$ cat config.mk
export PLATFORM = sky130hd
export DESIGN_NAME = mem_port_arbiter
export DESIGN_NICKNAME = d
export VERILOG_FILES = /design/src/rtl/mem_port_arbiter.sv
export SDC_FILE = /design/constraint.sdc
export NUM_CORES = 1
export LEC_CHECK = 0
export CAP_MARGIN = 30
export CORE_AREA = 2 2 272 274
export DETAILED_ROUTE_END_ITERATION = 12
export DIE_AREA = 0 0 274 276
export SLEW_MARGIN = 20
export SYNTH_ARGS = -nofsm -noshare
export SYNTH_HDL_FRONTEND = slang
export SYNTH_SLANG_ARGS = --single-unit
$ cat constraint.sdc
create_clock -name clk -period 2.7 [get_ports clk]
set_input_delay 0.54 -clock clk [delete_from_list [all_inputs] [get_ports clk]]
set_output_delay 0.54 -clock clk [all_outputs]
set_load 0.005 [all_outputs]
$ cat src/rtl/mem_port_arbiter.sv
// rtl/mem_port_arbiter.sv - N-channel arbiter between the L1 caches and the single L2 line port
//
// Grants one L1 channel at a time, registers its address/op/wdata towards L2,
// and routes the L2 completion and read line back to that channel only.
// One transaction is outstanding at a time.
//
// Configuration macro:
//   ARB_ROUND_ROBIN_EN  defined: round-robin search starting after the last winner
//                       undefined: fixed priority, lowest channel index wins
//
// Ports:
//   clk, reset_n            clock, asynchronous active-low reset
//   req_read / req_write    per-channel level requests, held until req_resp
//   req_addr / req_wdata    per-channel packed address / write line
//   req_resp                one-cycle completion pulse to the granted channel
//   req_rdata               registered read line, valid with req_resp
//   mem_read / mem_write    registered L2 strobes
//   mem_addr / mem_wdata    registered L2 address / write line
//   mem_resp / mem_rdata    L2 completion and read line
//   grant_id                owner of the current or most recent transaction
//   busy                    high whenever not idle
module mem_port_arbiter #(
    parameter int NUM_CH = 2,
    parameter int ADDR_W = 16,
    parameter int LINE_W = 128,
    localparam int ID_W = (NUM_CH > 1) ? $clog2(NUM_CH) : 1
) (
    input  logic                     clk,
    input  logic                     reset_n,
    input  logic [NUM_CH-1:0]        req_read,
    input  logic [NUM_CH-1:0]        req_write,
    input  logic [NUM_CH*ADDR_W-1:0] req_addr,
    input  logic [NUM_CH*LINE_W-1:0] req_wdata,
    output logic [NUM_CH-1:0]        req_resp,
    output logic [LINE_W-1:0]        req_rdata,
    output logic                     mem_read,
    output logic                     mem_write,
    output logic [ADDR_W-1:0]        mem_addr,
    output logic [LINE_W-1:0]        mem_wdata,
    input  logic                     mem_resp,
    input  logic [LINE_W-1:0]        mem_rdata,
    output logic [ID_W-1:0]          grant_id,
    output logic                     busy
);

    typedef enum logic [1:0] {
        ST_IDLE,
        ST_ISSUE,
        ST_DONE
    } state_t;

    state_t state;

    logic [NUM_CH-1:0] req_any;
    logic              found;
    logic [ID_W-1:0]   winner;
    logic              win_write;
    logic [ADDR_W-1:0] win_addr;
    logic [LINE_W-1:0] win_wdata;
    logic [NUM_CH-1:0] resp_onehot;

`ifdef ARB_ROUND_ROBIN_EN
    logic [ID_W-1:0]   rr_ptr;
`endif

    assign req_any = req_read | req_write;

    // Winner search. The winner's op and payload are selected here so that the
    // grant cycle only has to register them.
    always_comb begin
        found     = 1'b0;
        winner    = '0;
        win_write = 1'b0;
        win_addr  = '0;
        win_wdata = '0;
        for (int k = 0; k < NUM_CH; k++) begin
            int c;
`ifdef ARB_ROUND_ROBIN_EN
            c = (int'(rr_ptr) + 1 + k) % NUM_CH;
`else
            c = k;
`endif
            if (!found && req_any[c]) begin
                found     = 1'b1;
                winner    = ID_W'(c);
                // A write pending alongside a read goes first; the read is
                // picked up later as a fresh request.
                win_write = req_write[c];
                win_addr  = req_addr[c*ADDR_W +: ADDR_W];
                win_wdata = req_wdata[c*LINE_W +: LINE_W];
            end
        end
    end

    always_comb begin
        resp_onehot = '0;
        for (int i = 0; i < NUM_CH; i++) begin
            resp_onehot[i] = (int'(grant_id) == i);
        end
    end

    always_ff @(posedge clk or negedge reset_n) begin
        if (!reset_n) begin
            state     <= ST_IDLE;
            busy      <= 1'b0;
            grant_id  <= '0;
            mem_read  <= 1'b0;
            mem_write <= 1'b0;
            mem_addr  <= '0;
            mem_wdata <= '0;
            req_resp  <= '0;
            req_rdata <= '0;
`ifdef ARB_ROUND_ROBIN_EN
            rr_ptr    <= ID_W'(NUM_CH - 1);
`endif
        end else begin
            case (state)
                ST_IDLE: begin
                    if (found) begin
                        grant_id  <= winner;
                        mem_write <= win_write;
                        mem_read  <= !win_write;
                        mem_addr  <= win_addr;
                        mem_wdata <= win_wdata;
                        busy      <= 1'b1;
                        state     <= ST_ISSUE;
`ifdef ARB_ROUND_ROBIN_EN
                        rr_ptr    <= winner;
`endif
                    end
                end
                ST_ISSUE: begin
                    // Request inputs are not looked at here: a requester that
                    // drops out still gets its completion pulse.
                    if (mem_resp) begin
                        req_rdata <= mem_rdata;
                        req_resp  <= resp_onehot;
                        mem_read  <= 1'b0;
                        mem_write <= 1'b0;
                        state     <= ST_DONE;
                    end
                end
                ST_DONE: begin
                    // The owner still holds its request this cycle, so no
                    // arbitration happens until we are back in IDLE.
                    req_resp <= '0;
                    busy     <= 1'b0;
                    state    <= ST_IDLE;
                end
                default: begin
                    state <= ST_IDLE;
                end
            endcase
        end
    end

endmodule

# Yosys cells after proc, flatten, opt, wreduce, memory -nomap -nowiden
# Index checks and enable logic that the tools add are counted.
# classes
eq_ne	4
mux	21
bitwise_logic	2
reduce_logical	13
# ops
cell	n
$mux W128	2
$mux W16	2
$reduce_and A2 Y1	5
$mux W1	9
$pmux W2 S2	2
$mux W2	3
$pmux W1 S2	3
$reduce_bool A2 Y1	3
$ne A2 B2 Y1 const B	2
$reduce_and A3 Y1	1
$eq A2 B1 Y1 const B	1
$eq A2 B2 Y1 const B	1
$logic_not A1 Y1	2
$logic_not A2 Y1	1
$or A2 B2 Y2	1
$logic_and A1 B1 Y1	1
$not A1 Y1	1
# totals
regBits	280
inputBits	423
output_inout_bits	278
elab_cells	49

# Depth between registers and ports, before layout
# logic_depth
depth_word	8
mapped_depth	7
depth_no_buf	3

# Worst setup path before layout
# OpenSTA, ideal clock, no wires.
# synth_timing
path_kind	input to register
startpoint	in req_read[1]
endpoint	reg mem_addr[0]
setup_time_ns	0.126
t_arrival_ns	1.655
required_ns	2.574
path_slack_ns	0.920
cell_stages	6
n_path_buf	3
path_cell_list	or2_1 buf_6 buf_2 clkbuf_1 and3_1 a221o_1
# synth_via
elab_chain_len	4
elab_cells_between_ends	5
classes_between	mux: 2; bitwise: 1; reduce/logical: 2
# synth_rtl
item	line	rtl
start: declaration	30	input logic [NUM_CH-1:0] req_read,
$or A2 B2 Y2 (*)	66	assign req_any = req_read | req_write;
$logic_and A1 B1 Y1 (*)	83	if (!found && req_any[c]) begin
$mux W1	83	
$reduce_and A2 Y1 (no source line)	n/a	
end signal: assignment	123	mem_addr <= win_addr;
end: declaration	38	output logic [ADDR_W-1:0] mem_addr,
# Mark *: on every way between the ends. The rest lies on a longest branch, timed or not.
# A chain may end at the register's enable or synchronous reset.

# Worst setup path after layout
# layout_timing
startpoint	reg mem_addr[13]
endpoint	out mem_addr[13]
# No word-level cell between the ends.

==> out/summary.txt <==
diode count - 0
final net count - 1921
Post-Syn Nets - 1226
final max-slew violation count - 0
Post-Synth XOR/XNOR Area - 0
layout cells sized above 1 - 0.1479
WP depth - 1
RSZ-0062 raised after global routing - false
Critical Path AT - 1.64 ns
first-pass GRT wire length - 66.29 mm
warnings from Yosys - 0
status - finished, final reports clean
vias in the first global route - 10480
RePlAce Congestion - 0.8372
max-cap viol count - 0
# setup viols final - 0
Iter 0 DRT Violations - 383
post-synthesis compound-gate area fraction - 0.1341
CTS Buf Count - 34
main combinational cell family by area after synthesis - compound AO/OA/AOI/OAI gates
Post-DP HPWL - 34.56 mm
simple-gate share of the synthesized area - 0.08538
CTS tree - built
Die H - 276 um
synth top area cells - dfrtp_1 (62%), mux2_2 (13%), a221o_1 (13%), and3_1 (7.9%), buf_2 (1.5%)
CP bufs+invs - 1
Vias/cell - 4.017
Die W - 274 um
P_leak - 8.836 nW
Root Driver - clkbuf_16
worst setup path category - reg -> out
GRT Overall Usage - 0.1149
Critical Path Max Stage Delay - 0.76 ns
final setup TNS - 0 ns
Final Hold Fails - 0
register bit total from synthesis - 280
Fmax - 458.9 MHz
cell breakdown of the critical path - clkdlybuf4s50_1
Initial Utilization - 0.1569
CORE AREA - 0.07259 mm^2
row count - 99
Max-slew headroom - 0.5451
VDD IR-drop max - 0.6125 mV
Critical Path Slowest Stage Cell - clkdlybuf4s50_1
Syn Area/Cell - 14.18 um^2
top-count cell post-synth - dfrtp_1
post-synth top area cell - dfrtp_1
Post-synth top cells - dfrtp_1 (280), a221o_1 (144), and3_1 (144)
Post-CTS Resized - 0
Port Buf Inserts - 700
CTS sink cnt - 280
Post-route DRC - 0
cells on worst reg2reg path - 5
Final ANT Viol Nets - 0
HP Class - reg -> reg
Synth Cell Area - 0.01139 mm^2
H-tree depth - 2
Worst-Skew Late Latency - 0.53 ns
mux share of post-synthesis cell area - 0.1284
Critical Path RT - 2.16 ns
pwr dens - 1052 mW/mm^2
Adder-Cell Fraction of Synth Area - 0
Ports - 701
Slew @ Worst Pin - 0.6824 ns
final WL - 45.74 mm
Final Skew - 0.01883 ns
Most used DFF post-synth - dfrtp_1
fin util - 0.2864
delay-heaviest family, CP - buffers and inverters
hold_sp - req_rdata[97]
CP Launch Point - mem_addr[13]
Hold Path Stages - 1
Period minus WS final - 2.179 ns
CP Launch Type - register
number of antenna violations at the first check in global routing - 4
die area - 0.07562 mm^2
clk slew on worst S/H paths - 0.06 ns
Initial DRT Pass Iterations - 4
worst-path maximum fanout - 2
P&R area growth vs syn - 82.54%
via count - 9962
Mapped Cells - 803
post-synthesis sequential area ratio - 0.6153
reg2reg start - state[0]
period utilization - 0.8071
FFs w/ async S/R, synth - 1.000
Worst Setup End Kind - output pin
DR WL/cell - 18.44 um
Hold WS - 0.5034 ns
Max Root-Sink Buffers - 3
grt ovf - 0
Synth top area share - 0.6153
EDFF count, synth - 0
Yosys cell types - 22
largest net degree at the start of global routing - 146
area by class of cell:
cell class,instances,area [um^2]
inverters,6,22.52
flip-flops and latches,280,7007
repair buffers,737,7467
clock inverters,10,100.1
multi-input cells,439,3971
clock buffers,49,1018
fillers,7428,51800
well taps,959,1200
state kept, by name (all words and copies together) (netlist names):
name       count
mem_read       1
mem_addr      16
req_resp       2
grant_id       1
busy           1
state          2
req_rdata    128
mem_write      1
mem_wdata    128
report_power, final:
part	internal [mW]	switching, mW
Combinational	6.34	3.41
Sequential	6.32	1.28
Clock	2.72	1.80
Total	15.4	6.49
per-layer routing:
layer  part of all wire  GRT usage
met1               0.38     0.1312
met2               0.49     0.1999
met3              0.091    0.03769
met4              0.028    0.03874
met5            0.00081          0
per-stage QoR:
step                      area, um^2  std cells  total power, mW  setup WS (ns)
final                          20790       2480            21.86         0.5208
after global routing           20790       2480            23.15         0.3908
after CTS                      20790       2480            22.29         0.3865
after detailed placement       19660       2420            17.55         0.3346
after global placement         19660       2420            17.40         0.3401
after floorplan                11390        803            11.06         0.9195
cell families after synthesis:
| family | count (synthesis) |
|---|---|
| AO/OA/AOI/OAI | 155 |
| buffers and inverters | 84 |
| flip-flops | 280 |
| multiplexers | 130 |
| AND/OR/NAND/NOR | 154 |
placed cells by master, fill, tap and decap left out:
master and count:
a21oi_1 1, a221o_1 144, a22o_1 1, and2_0 1, and3_1 144, buf_12 14, buf_4 22, buf_8 1
bufinv_16 1, clkbuf_1 5, clkbuf_16 35, clkbuf_8 9, clkdlybuf4s50_1 699, clkinv_2 6, clkinv_8 2, clkinvlp_4 1
dfrtp_1 280, dlygate4sd3_1 1, inv_1 6, mux2_2 129, mux2i_1 1, nand2_1 3, nand3_1 1, nand3b_1 2
nor2_2 1, nor4_4 1, o21a_4 1, o21ai_0 5, o2bb2ai_1 2, o31ai_4 1, or2_4 1
repair_timing:
action,4_1_cts,5_1_grt
hold endpoints to repair,4,0
endpoints found under the setup margin,0,0
buffers inserted,0,0
hold buffers,1,0
path summary, 6_finish.rpt:
path / slack, ns / endpoint
worst max-delay path: 0.52 / mem_addr[13]
worst min-delay path: 0.50 / req_rdata[97]
worst max register to register: 0.86 / mem_wdata[46]
worst min register to register: 0.50 / req_rdata[97]
max in group asynchronous: 1.28 / mem_wdata[116]
min in group asynchronous: 0.58 / req_rdata[28]
Power figures use the tool's default switching activity.
